[src/rtl/dcache_pkg.sv]
`default_nettype none
// ============================================================================
// Module   : dcache_pkg
// Brief    : Shared types, geometry constants and address helpers for dcache.
// Revision : 1.0 - initial release
// ============================================================================
package dcache_pkg;

    localparam int ADDR_W    = 32;
    localparam int LINE_W    = 256;
    localparam int TAG_W     = 23;
    localparam int IDX_W     = 4;
    localparam int OFFSET_W  = 5;
    localparam int VALID_BIT = 24;
    localparam int DIRTY_BIT = 23;

    typedef enum logic [2:0] {
        ST_IDLE      = 3'd0,
        ST_WRITEBACK = 3'd1,
        ST_GAP       = 3'd2,
        ST_ALLOCATE  = 3'd3,
        ST_FILL      = 3'd4
    } state_t;

    function automatic logic [ADDR_W-1:0] line_align(input logic [ADDR_W-1:0] a);
        return {a[ADDR_W-1:OFFSET_W], {OFFSET_W{1'b0}}};
    endfunction

    function automatic logic [IDX_W-1:0] addr_index(input logic [ADDR_W-1:0] a);
        return a[OFFSET_W+IDX_W-1:OFFSET_W];
    endfunction

    function automatic logic [TAG_W-1:0] addr_tag(input logic [ADDR_W-1:0] a);
        return a[ADDR_W-1 -: TAG_W];
    endfunction

endpackage
`default_nettype wire

[src/rtl/mem_ack_watchdog.sv]
`default_nettype none
// ============================================================================
// Module   : mem_ack_watchdog
// Brief    : Saturating wait counter with clear and a sticky timeout flag.
// Revision : 1.0 - initial release
// ============================================================================
module mem_ack_watchdog #(
    parameter int TIMEOUT = 64
) (
    input  logic i_clk,
    input  logic i_rst_n,
    input  logic i_en,
    input  logic i_clr,
    output logic o_err
);

    localparam int c_CNT_W = $clog2(TIMEOUT + 1);
    localparam logic [c_CNT_W-1:0] c_LIMIT = c_CNT_W'(TIMEOUT);

    logic [c_CNT_W-1:0] r_cnt;
    logic [c_CNT_W-1:0] w_cnt_nx;
    logic               r_err;

    always_comb begin
        w_cnt_nx = r_cnt;
        if (i_clr) begin
            w_cnt_nx = '0;
        end else if (i_en && (r_cnt != c_LIMIT)) begin
            w_cnt_nx = r_cnt + 1'b1;
        end
    end

    always_ff @(posedge i_clk or negedge i_rst_n) begin
        if (!i_rst_n) begin
            r_cnt <= '0;
            r_err <= 1'b0;
        end else begin
            r_cnt <= w_cnt_nx;
            if (w_cnt_nx == c_LIMIT) begin
                r_err <= 1'b1;
            end
        end
    end

    assign o_err = r_err;

endmodule
`default_nettype wire

[src/rtl/dcache_mem_initiator.sv]
`default_nettype none
// ============================================================================
// Module   : dcache_mem_initiator
// Brief    : Dcache miss engine: optional victim writeback, then line fill.
// Revision : 1.0 - initial release
// ============================================================================
module dcache_mem_initiator #(
    parameter int ADDR_W  = dcache_pkg::ADDR_W,
    parameter int LINE_W  = dcache_pkg::LINE_W,
    parameter int TAG_W   = dcache_pkg::TAG_W,
    parameter int IDX_W   = dcache_pkg::IDX_W,
    parameter int TIMEOUT = 64
) (
    input  logic              clk_i,
    input  logic              rst_i,
    input  logic              req_i,
    input  logic [ADDR_W-1:0] req_addr_i,
    input  logic              victim_dirty_i,
    input  logic [TAG_W-1:0]  victim_tag_i,
    input  logic [LINE_W-1:0] victim_data_i,
    output logic              busy_o,
    output logic              fill_valid_o,
    output logic [LINE_W-1:0] fill_data_o,
    output logic [TAG_W+1:0]  fill_tag_o,
    output logic              err_o,
    output logic              mem_enable_o,
    output logic              mem_write_o,
    output logic [ADDR_W-1:0] mem_addr_o,
    output logic [LINE_W-1:0] mem_data_o,
    input  logic              mem_ack_i,
    input  logic [LINE_W-1:0] mem_data_i
);
    import dcache_pkg::*;

    state_t            r_state,      w_state_nx;
    logic              r_busy,       w_busy_nx;
    logic              r_fill_valid, w_fill_valid_nx;
    logic [LINE_W-1:0] r_fill_data,  w_fill_data_nx;
    logic [TAG_W+1:0]  r_fill_tag,   w_fill_tag_nx;
    logic              r_mem_en,     w_mem_en_nx;
    logic              r_mem_wr,     w_mem_wr_nx;
    logic [ADDR_W-1:0] r_mem_addr,   w_mem_addr_nx;
    logic [LINE_W-1:0] r_mem_data,   w_mem_data_nx;
    logic [ADDR_W-1:0] r_req_addr,   w_req_addr_nx;
    logic              w_wait_en;
    logic              w_wait_clr;

    always_comb begin
        w_state_nx      = r_state;
        w_fill_valid_nx = 1'b0;
        w_fill_data_nx  = r_fill_data;
        w_fill_tag_nx   = r_fill_tag;
        w_mem_en_nx     = r_mem_en;
        w_mem_wr_nx     = r_mem_wr;
        w_mem_addr_nx   = r_mem_addr;
        w_mem_data_nx   = r_mem_data;
        w_req_addr_nx   = r_req_addr;
        case (r_state)
            ST_IDLE: begin
                if (req_i) begin
                    w_req_addr_nx = req_addr_i;
                    w_mem_en_nx   = 1'b1;
                    if (victim_dirty_i) begin
                        w_state_nx    = ST_WRITEBACK;
                        w_mem_wr_nx   = 1'b1;
                        w_mem_addr_nx = {victim_tag_i,
                                         req_addr_i[OFFSET_W+IDX_W-1:OFFSET_W],
                                         {OFFSET_W{1'b0}}};
                        w_mem_data_nx = victim_data_i;
                    end else begin
                        w_state_nx    = ST_ALLOCATE;
                        w_mem_wr_nx   = 1'b0;
                        w_mem_addr_nx = {req_addr_i[ADDR_W-1:OFFSET_W], {OFFSET_W{1'b0}}};
                        w_mem_data_nx = '0;
                    end
                end
            end
            ST_WRITEBACK: begin
                if (mem_ack_i) begin
                    w_state_nx  = ST_GAP;
                    w_mem_en_nx = 1'b0;
                    w_mem_wr_nx = 1'b0;
                end
            end
            ST_GAP: begin
                // Read address comes from the captured request, not the live input.
                w_state_nx    = ST_ALLOCATE;
                w_mem_en_nx   = 1'b1;
                w_mem_wr_nx   = 1'b0;
                w_mem_addr_nx = {r_req_addr[ADDR_W-1:OFFSET_W], {OFFSET_W{1'b0}}};
                w_mem_data_nx = '0;
            end
            ST_ALLOCATE: begin
                if (mem_ack_i) begin
                    w_state_nx      = ST_FILL;
                    w_mem_en_nx     = 1'b0;
                    w_fill_valid_nx = 1'b1;
                    w_fill_data_nx  = mem_data_i;
                    w_fill_tag_nx   = {1'b1, 1'b0, r_req_addr[ADDR_W-1 -: TAG_W]};
                end
            end
            ST_FILL: begin
                w_state_nx = ST_IDLE;
            end
            default: begin
                w_state_nx  = ST_IDLE;
                w_mem_en_nx = 1'b0;
                w_mem_wr_nx = 1'b0;
            end
        endcase
        w_busy_nx = (w_state_nx != ST_IDLE);
    end

    always_ff @(posedge clk_i or negedge rst_i) begin
        if (!rst_i) begin
            r_state      <= ST_IDLE;
            r_busy       <= 1'b0;
            r_fill_valid <= 1'b0;
            r_fill_data  <= '0;
            r_fill_tag   <= '0;
            r_mem_en     <= 1'b0;
            r_mem_wr     <= 1'b0;
            r_mem_addr   <= '0;
            r_mem_data   <= '0;
            r_req_addr   <= '0;
        end else begin
            r_state      <= w_state_nx;
            r_busy       <= w_busy_nx;
            r_fill_valid <= w_fill_valid_nx;
            r_fill_data  <= w_fill_data_nx;
            r_fill_tag   <= w_fill_tag_nx;
            r_mem_en     <= w_mem_en_nx;
            r_mem_wr     <= w_mem_wr_nx;
            r_mem_addr   <= w_mem_addr_nx;
            r_mem_data   <= w_mem_data_nx;
            r_req_addr   <= w_req_addr_nx;
        end
    end

    assign w_wait_en  = ((r_state == ST_WRITEBACK) || (r_state == ST_ALLOCATE)) && !mem_ack_i;
    assign w_wait_clr = (w_state_nx != r_state);

    mem_ack_watchdog #(
        .TIMEOUT (TIMEOUT)
    ) u_watchdog (
        .i_clk   (clk_i),
        .i_rst_n (rst_i),
        .i_en    (w_wait_en),
        .i_clr   (w_wait_clr),
        .o_err   (err_o)
    );

    assign busy_o       = r_busy;
    assign fill_valid_o = r_fill_valid;
    assign fill_data_o  = r_fill_data;
    assign fill_tag_o   = r_fill_tag;
    assign mem_enable_o = r_mem_en;
    assign mem_write_o  = r_mem_wr;
    assign mem_addr_o   = r_mem_addr;
    assign mem_data_o   = r_mem_data;

endmodule
`default_nettype wire

[config.mk]
export PLATFORM = sky130hd
export DESIGN_NAME = dcache_mem_initiator
export DESIGN_NICKNAME = d
export VERILOG_FILES = /design/src/rtl/dcache_pkg.sv /design/src/rtl/mem_ack_watchdog.sv /design/src/rtl/dcache_mem_initiator.sv
export SDC_FILE = /design/constraint.sdc
export NUM_CORES = 1
export LEC_CHECK = 0
export CAP_MARGIN = 20
export CORE_AREA = 5 5 439 441
export CTS_CLUSTER_DIAMETER = 40
export DETAILED_ROUTE_END_ITERATION = 8
export DIE_AREA = 0 0 444 446
export HOLD_SLACK_MARGIN = 0.06
export SKIP_LAST_GASP = 1
export SLEW_MARGIN = 10
export SYNTH_ARGS = -nofsm -noshare
export SYNTH_HDL_FRONTEND = slang
export SYNTH_SLANG_ARGS = --single-unit
export TNS_END_PERCENT = 50
[constraint.sdc]
create_clock -name clk_i -period 3.15 [get_ports clk_i]
set_input_delay 0.315 -clock clk_i [delete_from_list [all_inputs] [get_ports clk_i]]
set_output_delay 0.315 -clock clk_i [all_outputs]
set_load 0.1 [all_outputs]
==> flow_metrics.py, run 1 <==
metrics = {
    "synth": {
        "syn-instance-count": 2616,
        "synth_top_area_cell": "dfrtp_1",
        "synth_edf_count": 0,
        "synth.distinct_cells": 45,
        "synthArstFlopShare": 1.00,
        "syn_area_per_cell_um2": 9.28,
        "ys_seq_elements": 605,
        "syn-cell-area_mm2": 0.0243,
        "synth_flop_cell": "dfrtp_1",
        "synth_top_area_frac": 0.624,
        "ys_warn_count": 0,
        "synthTopCellsByArea": "dfrtp_1 (62%), nand2_1 (22%), nand3_1 (4.2%), nand3_2 (2.1%), buf_2 (1.5%)",
        "ys_seq_area_frac": 0.624,
    },
    "global_route": {
        "track_usage": 0.117,
        "grt_pass1_vias": 24700,
        "grt_start_max_net_pins": 109,
        "antenna_found_initial": 29,
        "grt_pass1_wl_um": 172000,
        "grt-ovfl-total": 0,
    },
    "clock_network": {
        "numClockSinks": 605,
        "cts.repair.resized": 0,
        "clk_pin_slew_ns": 0.05,
        "clk_path_buf_depth": 3,
        "cts_tree": "built",
        "cts_buffers": 108,
        "insertion_delay_ns": 0.72,
        "cts-root-buf": "clkbuf_16",
        "htree_levels": 3,
    },
    "floorplanning": {
        "pin_count": 1146,
        "die_height_um": 446,
        "die_area_mm2": 0.198,
        "start_util": 0.129,
        "coreArea_mm2": 0.189,
        "fp.dieW_um": 444,
        "rows": 160,
    },
    "sta": {
        "max_slew.worst_pin.slew_ns": 1.06,
        "slew_violations": 0,
        "hold_viol": 0,
        "setup_viol": 0,
        "relSlewSlack": 0.289,
        "finalSetupTns_ns": 0,
        "fmax_mhz": 382,
        "grt_setup_unrepaired": "false",
        "finalClockSkew_ns": 0.0469,
        "post-route-min-period_ns": 2.62,
        "min_period_over_period": 0.832,
    },
    "finish": {
        "syn2layout_area_growth_pct": 85.5,
        "drive_gt1_frac": 0.132,
        "nNetsFinal": 4605,
        "layout_common_cells": "nand2_1 (1401), clkdlybuf4s50_1 (952), dfrtp_1 (605), dlygate4sd3_1 (269), buf_4 (232)",
        "layout_commonest_cell": "nand2_1",
        "fill_cells": 20100,
    },
    "worst_setup_path": {
        "path_cells": "clkdlybuf4s50_1",
        "startpoint_type": "register",
        "critPathTopFamily": "buffers and inverters",
        "critPathBufInv": 1,
        "crit_fanout": 2,
        "critPathKind": "register to primary output",
        "crit_arrival_ns": 2.31,
        "critPathRequiredTime_ns": 2.83,
        "crit_path_end_kind": "primary output",
        "slowest_stage": "clkdlybuf4s50_1",
        "max_stage_delay_ns": 1.19,
    },
    "routing": {
        "drcViolationCount": 0,
        "wire_per_inst_um": 18.3,
        "first_pass_iters": 6,
        "wirelength_um": 122000,
        "viasPerCell": 3.61,
        "vias": 24000,
        "drt_iter0_drc": 1857,
        "final_antenna_net_count": 0,
    },
    "placed_design": {
        "dp_hpwl_um": 91700,
        "port_buffers": 1134,
        "gp_congestion": 0.904,
    },
    "flow_run": {
        "cap_violations": 0,
    },
    "status": {
        "status": "complete, no violations",
    },
    "hold_path": {
        "hold_class": "input port to register",
    },
}
-- metrics by stage --
stage               instances  area [µm²]  hold WS (ns)  setup slack [ns]  utilization
detailed placement       6163       38200         0.382             0.629        0.202
finish                   6645       45000         0.144             0.529        0.238
global placement         6163       38200         0.377             0.690        0.202
CTS                      6635       45000        0.0601             0.453        0.238
floorplan                2621       24300        0.0194              1.33            -
global route             6641       45000        0.0891             0.424        0.238
-- kinds of logic after synthesis --
kind of cell	count (synthesis)	share of synthesized area
adder cells (fa/ha/maj)	2	0.00103
XOR/XNOR	6	0.00216
other	1	0.000154
AO/OA/AOI/OAI	69	0.0164
multiplexers	56	0.0245
AND/OR/NAND/NOR	1690	0.289
flip-flops	605	0.624
buffers and inverters	187	0.0429
-- worst paths after layout --
check	from	to	slack [ns]	cells after the start
min in group asynchronous	rst_i	fill_data_o[147]	0.22	2
setup reg to reg	r_state[2]	mem_addr_o[18]	0.91	4
hold reg to reg	mem_data_o[64]	mem_data_o[64]	0.46	2
hold / removal	mem_data_i[13]	fill_data_o[13]	0.14	3
max in group asynchronous	rst_i	fill_data_o[198]	1.90	3
setup / recovery	fill_data_o[249]	fill_data_o[249]	0.53	1
-- registers in the layout, summed over array words and instances (netlist names), 3 cells and up --
register          flops
mem_addr_o           27
u_watchdog.r_cnt      7
r_req_addr           27
mem_data_o          256
fill_data_o         256
r_state               3
fill_tag_o           24
-- layout make-up --
cell class / instances / area [µm²] / area share
Antenna cell: 10 / 25.0 / 0.000556
Clock buffer: 124 / 2870 / 0.0638
Clock inverter: 79 / 1230 / 0.0272
Inverter: 9 / 41.3 / 0.000917
Multi-Input combinational cell: 1829 / 8130 / 0.181
Sequential cell: 605 / 15100 / 0.336
Tap cell: 2511 / 3140 / 0.0698
Timing Repair Buffer: 1478 / 14400 / 0.321
-- cells in the mapped netlist, drive strengths merged, types with 2 or more instances --
master	number
or3	3
nor3	2
a311oi	2
clkbuf	65
o21ai	53
mux2	27
mux2i	29
dfrtp	605
nand2	1401
xor2	4
nor2	9
inv	9
and2	2
xnor2	2
buf	113
nand3	256
ha	2
nand2b	3
nand4	5
a211oi	5
-- worst min-delay path, delay by kind of cell --
family | cells | cell delay, ns
buf+inv | 1 | 0.40
simple gates | 2 | 0.12
-- layer usage --
metal | up-vias | wire (µm) | global-route usage
met5 | - | 113 | 0
met1 | 11600 | 46600 | 0.137
met3 | 224 | 10800 | 0.0383
li1 | 11100 | - | -
met4 | 18 | 5130 | 0.0544
met2 | 990 | 59200 | 0.194
-- repair_timing --
| action | CTS | global route |
|---|---|---|
| hold buffers | 269 | 0 |
| buffers inserted | 0 | 0 |
| endpoints found under the setup margin | 0 | 0 |
| hold endpoints to repair | 347 | 0 |
Power of run 1 is left out: the tool's default activity adds up to more than one toggle a clock period on the data nets, which glitch-free logic cannot reach.
==> run 2, diff against run 1 <==
--- a/config.mk
+++ b/config.mk
@@ -6,10 +6,10 @@
 export NUM_CORES = 1
 export LEC_CHECK = 0
 export CAP_MARGIN = 20
-export CORE_AREA = 5 5 439 441
+export CORE_AREA = 5 5 443 445
 export CTS_CLUSTER_DIAMETER = 40
 export DETAILED_ROUTE_END_ITERATION = 8
-export DIE_AREA = 0 0 444 446
+export DIE_AREA = 0 0 448 450
 export HOLD_SLACK_MARGIN = 0.06
 export SKIP_LAST_GASP = 1
 export SLEW_MARGIN = 10
==> constraint.sdc (replaced) <==
create_clock -name clk_i -period 2.35 [get_ports clk_i]
set_input_delay 0.235 -clock clk_i [delete_from_list [all_inputs] [get_ports clk_i]]
set_output_delay 0.235 -clock clk_i [all_outputs]
set_load 0.1 [all_outputs]
==> run 2 against run 1 <==
Non-clock buffer count up 211. Clock skew down 0.021 ns. Final area up 2.6%.
==> flow_metrics.py, run 2 (synthesis gave the netlist of run 1 again) <==
metrics = {
    "finish": {
        "multi_input_area_mm2": 0.00813,
        "drive_gt1_frac": 0.227,
        "seq_area_mm2": 0.0151,
        "nNetsFinal": 4821,
        "layout_common_cells": "nand2_1 (1401), buf_4 (655), dfrtp_1 (605), clkdlybuf4s50_1 (564), dlygate4sd3_1 (433)",
        "fill_cells": 20200,
        "syn2layout_area_growth_pct": 90.3,
        "layout_commonest_cell": "nand2_1",
        "stdcell_area_mm2": 0.0462,
    },
    "clock_network": {
        "cts-root-buf": "clkbuf_16",
        "clk_path_buf_depth": 3,
        "htree_levels": 3,
        "clk_pin_slew_ns": 0.05,
        "cts_tree": "built",
        "numClockSinks": 605,
        "cts_setup_buffers": 0,
        "insertion_delay_ns": 0.73,
        "cts.repair.resized": 0,
        "cts_buffers": 113,
    },
    "routing": {
        "drcViolationCount": 0,
        "wire_per_inst_um": 18.4,
        "viasPerCell": 3.63,
        "final_antenna_net_count": 0,
        "drt_iter0_drc": 1694,
        "first_pass_iters": 5,
        "wirelength_um": 126000,
        "vias": 25000,
    },
    "floorplanning": {
        "fp.dieW_um": 448,
        "die_area_mm2": 0.202,
        "coreArea_mm2": 0.192,
        "pin_count": 1146,
        "start_util": 0.127,
        "rows": 161,
        "die_height_um": 450,
    },
    "worst_setup_path": {
        "startpoint_type": "register",
        "max_stage_delay_ns": 0.45,
        "path_cells": "inv_1 > ha_1 > or4bb_1 > o2111a_1 > a311oi_1 > o41ai_2",
        "critPathRequiredTime_ns": 2.92,
        "crit_fanout": 6,
        "crit_arrival_ns": 2.65,
        "slowest_stage": "or4bb_1",
        "crit_path_end_kind": "register",
        "critPathKind": "register to register",
    },
    "sta": {
        "relSlewSlack": 0.648,
        "post-route-min-period_ns": 2.07,
        "finalClockSkew_ns": 0.0255,
        "fmax_mhz": 482,
        "min_period_over_period": 0.883,
        "max_slew.worst_pin.slew_ns": 0.528,
        "setup_viol": 0,
        "hold_viol": 0,
        "grt_setup_unrepaired": "false",
        "slew_violations": 0,
        "finalSetupTns_ns": 0,
    },
    "global_route": {
        "grt_start_max_net_pins": 94,
        "grt-ovfl-total": 0,
        "antenna_found_initial": 14,
        "grt_pass1_wl_um": 179000,
        "track_usage": 0.120,
        "grt_pass1_vias": 25900,
    },
    "placed_design": {
        "place_area_mm2": 0.0377,
        "gp_congestion": 0.874,
        "port_buffers": 1134,
        "dp_hpwl_um": 94800,
    },
    "flow_run": {
        "cap_violations": 0,
    },
    "status": {
        "status": "complete, no violations",
    },
    "hold_path": {
        "hold_class": "input port to register",
    },
}
## run 2: what timing repair did
item,in CTS,in global routing
hold buffers,434,0
hold endpoints to repair,745,0
setup endpoints to repair,0,0
## run 2: final cells by class
cell class,instances,share of cell area
antenna,9,0.000487
multi-input combinational,1829,0.176
clock buffer,136,0.0670
sequential,605,0.328
tap,2526,0.0684
clock inverter,75,0.0213
timing repair buffer,1689,0.338
inverter,9,0.000894
## run 2: final timing paths
kind                                      from          endpoint  slack [ns]  depth (start not counted)
max in group asynchronous                rst_i    fill_data_o[4]        1.45                          4
min in group asynchronous                rst_i   mem_data_o[207]        0.23                          3
max reg2reg                u_watchdog.r_cnt[0]  u_watchdog.o_err        0.28                          6
min                            mem_data_i[252]  fill_data_o[252]        0.15                          3
max                        u_watchdog.r_cnt[0]  u_watchdog.o_err        0.28                          6
min reg2reg                     mem_data_o[26]    mem_data_o[26]        0.46                          2
## run 2: through the flow
stage	utilization	worst slack (ns)	cells	hold WS, ns
6_report	0.241	0.276	6878	0.146
5_1_grt	0.241	0.153	6876	0.107
4_1_cts	0.241	0.233	6869	0.0606
3_5_place_dp	0.197	0.251	6224	0.163
3_3_place_gp	0.197	0.277	6224	0.165
2_1_floorplan	-	0.530	2621	-0.0606
## run 2: critical path: cells and delay by family (launching register included)
kind / cells / cell delay (ns)
adder cells (fa/ha/maj): 1 / 0.16
flip-flops: 1 / 0.44
AND/OR/NAND/NOR: 1 / 0.45
buffers and inverters: 1 / 0.10
AO/OA/AOI/OAI: 3 / 0.78
## run 2: layer usage
layer | GRT usage | vias up | part of all wire
met3 | 0.0430 | 282 | 0.090
li1 | - | 11500 | -
met5 | 0 | - | 0.000071
met2 | 0.202 | 1066 | 0.49
met1 | 0.132 | 12100 | 0.37
met4 | 0.0624 | 2 | 0.053
Power of run 2 is left out for the same reason.
==> run 3, diff against run 2 <==
--- a/config.mk
+++ b/config.mk
@@ -11,6 +11,7 @@
 export DETAILED_ROUTE_END_ITERATION = 8
 export DIE_AREA = 0 0 448 450
 export HOLD_SLACK_MARGIN = 0.06
+export PLACE_DENSITY_LB_ADDON = 0.25
 export SKIP_LAST_GASP = 1
 export SLEW_MARGIN = 10
 export SYNTH_ARGS = -nofsm -noshare
==> run 3 against run 2 <==
Final area rose by 2.3%. Die area did not move. Global-route usage about the same. Register-to-register slack lost 0.14 ns. Routed wire length decreased by 0.86%. Sequential cell count did not move. Critical path depth grew 1. Clock skew rose by 0.0032 ns. Worst hold slack got worse by 0.025 ns.
==> flow_metrics.py, run 3 (synthesis gave the netlist of run 1 again) <==
metrics = {
    "routing": {
        "viasPerCell": 3.49,
        "wirelength_um": 125000,
        "final_antenna_net_count": 0,
        "first_pass_iters": 5,
        "vias": 24300,
        "drt_iter0_drc": 1062,
        "drcViolationCount": 0,
        "wire_per_inst_um": 18.0,
    },
    "global_route": {
        "track_usage": 0.119,
        "antenna_found_initial": 14,
        "grt_pass1_wl_um": 177000,
        "grt_pass1_vias": 25800,
        "grt-ovfl-total": 0,
        "grt_start_max_net_pins": 78,
    },
    "sta": {
        "finalClockSkew_ns": 0.0288,
        "max_slew.worst_pin.slew_ns": 0.694,
        "grt_setup_unrepaired": "false",
        "setup_viol": 0,
        "relSlewSlack": 0.534,
        "slew_violations": 0,
        "hold_viol": 0,
        "fmax_mhz": 451,
        "post-route-min-period_ns": 2.22,
        "min_period_over_period": 0.943,
    },
    "clock_network": {
        "cts-root-buf": "clkbuf_16",
        "insertion_delay_ns": 0.76,
        "htree_levels": 4,
        "clk_pin_slew_ns": 0.05,
        "cts_setup_buffers": 0,
        "cts_buffers": 137,
        "clk_path_buf_depth": 3,
        "cts_tree": "built",
        "numClockSinks": 605,
    },
    "flow_run": {
        "cap_violations": 0,
    },
    "worst_setup_path": {
        "critical_path.most_common_cell": "buf_4",
        "reg2reg_depth": 7,
        "crit_fanout": 25,
        "crit_arrival_ns": 2.91,
        "slowest_stage": "dlygate4sd3_1",
        "r2r_setup_slack_ns": 0.13,
        "rr_endpoint": "mem_data_o[232]",
        "r2r_start": "r_state[0]",
        "critPathRequiredTime_ns": 3.05,
        "max_stage_delay_ns": 0.58,
        "critPathKind": "register to register",
        "crit_path_end_kind": "register",
        "startpoint_type": "register",
        "path_cells": "buf_4 > nor3_2 > buf_12 > buf_4 > nand3_1 > dlygate4sd3_1 > nand2_1",
    },
    "finish": {
        "syn2layout_area_growth_pct": 94.8,
        "drive_gt1_frac": 0.226,
        "layout_commonest_cell": "nand2_1",
        "layout_common_cells": "nand2_1 (1401), buf_4 (644), dfrtp_1 (605), clkdlybuf4s50_1 (564), dlygate4sd3_1 (490)",
        "stdcell_area_mm2": 0.0473,
        "fill_cells": 20700,
        "multi_input_area_mm2": 0.00814,
        "nNetsFinal": 4889,
        "seq_area_mm2": 0.0151,
    },
    "hold_path": {
        "hold_class": "input port to register",
        "min_from": "victim_data_i[2]",
        "hold_path_depth": 3,
        "hold_path_end": "mem_data_o[2]",
    },
    "floorplanning": {
        "rows": 161,
        "die_height_um": 450,
        "pin_count": 1146,
        "die_area_mm2": 0.202,
        "fp.dieW_um": 448,
        "coreArea_mm2": 0.192,
        "start_util": 0.127,
    },
    "placed_design": {
        "gp_congestion": 0.804,
        "dp_hpwl_um": 93800,
        "port_buffers": 1134,
        "place_area_mm2": 0.0376,
    },
    "status": {
        "status": "complete, no violations",
    },
}
## run 3: worst max-delay path, delay by kind of cell, from the launching register on
kind          cells  cell delay (ns)
buf+inv           4             1.31
flops             1             0.36
simple gates      3             0.45
## run 3: timing repair
| item | in CTS | in global routing |
|---|---|---|
| hold endpoints to repair | 853 | 0 |
| gates resized for setup | 0 | 1 |
| hold buffers | 491 | 0 |
| setup endpoints to repair | 0 | 5 |
## run 3: area by class of cell
type / count / area share
Timing Repair Buffer: 1733 / 0.340
Sequential cell: 605 / 0.320
Multi-Input combinational cell: 1829 / 0.172
Clock buffer: 179 / 0.0818
Tap cell: 2526 / 0.0668
Clock inverter: 67 / 0.0175
Inverter: 9 / 0.000873
Antenna cell: 13 / 0.000688
## run 3: through the flow
step,worst slack (ns),cells,setup TNS [ns],hold WS [ns],utilization
after floorplan,0.530,2621,0,-0.0606,-
after global placement,0.000380,6211,0,0.221,0.196
after detailed placement,-0.00923,6211,-0.00923,0.226,0.196
after CTS,0.0805,6948,0,0.0608,0.246
after global routing,0.00789,6960,0,0.0720,0.247
final,0.133,6961,0,0.121,0.247
## run 3: worst max-delay path by stage
stage                                   start          endpoint  slack, ns
final                              r_state[0]   mem_data_o[232]       0.13
after floorplan           u_watchdog.r_cnt[0]  u_watchdog.o_err       0.53
after global placement              mem_ack_i  fill_data_o[253]     0.0004
after detailed placement            mem_ack_i  fill_data_o[253]     -0.009
after CTS                          r_state[0]   mem_data_o[227]       0.08
after global routing               r_state[0]   mem_data_o[227]      0.008
## run 3: routing by layer
layer / global-route usage / routed length, µm / up-vias
met4: 0.0626 / 6090 / 0
met5: 0 / 0 / -
li1: - / - / 11700
met1: 0.126 / 46200 / 11600
met3: 0.0377 / 8930 / 223
met2: 0.212 / 64100 / 859
Power of run 3 is left out for the same reason.
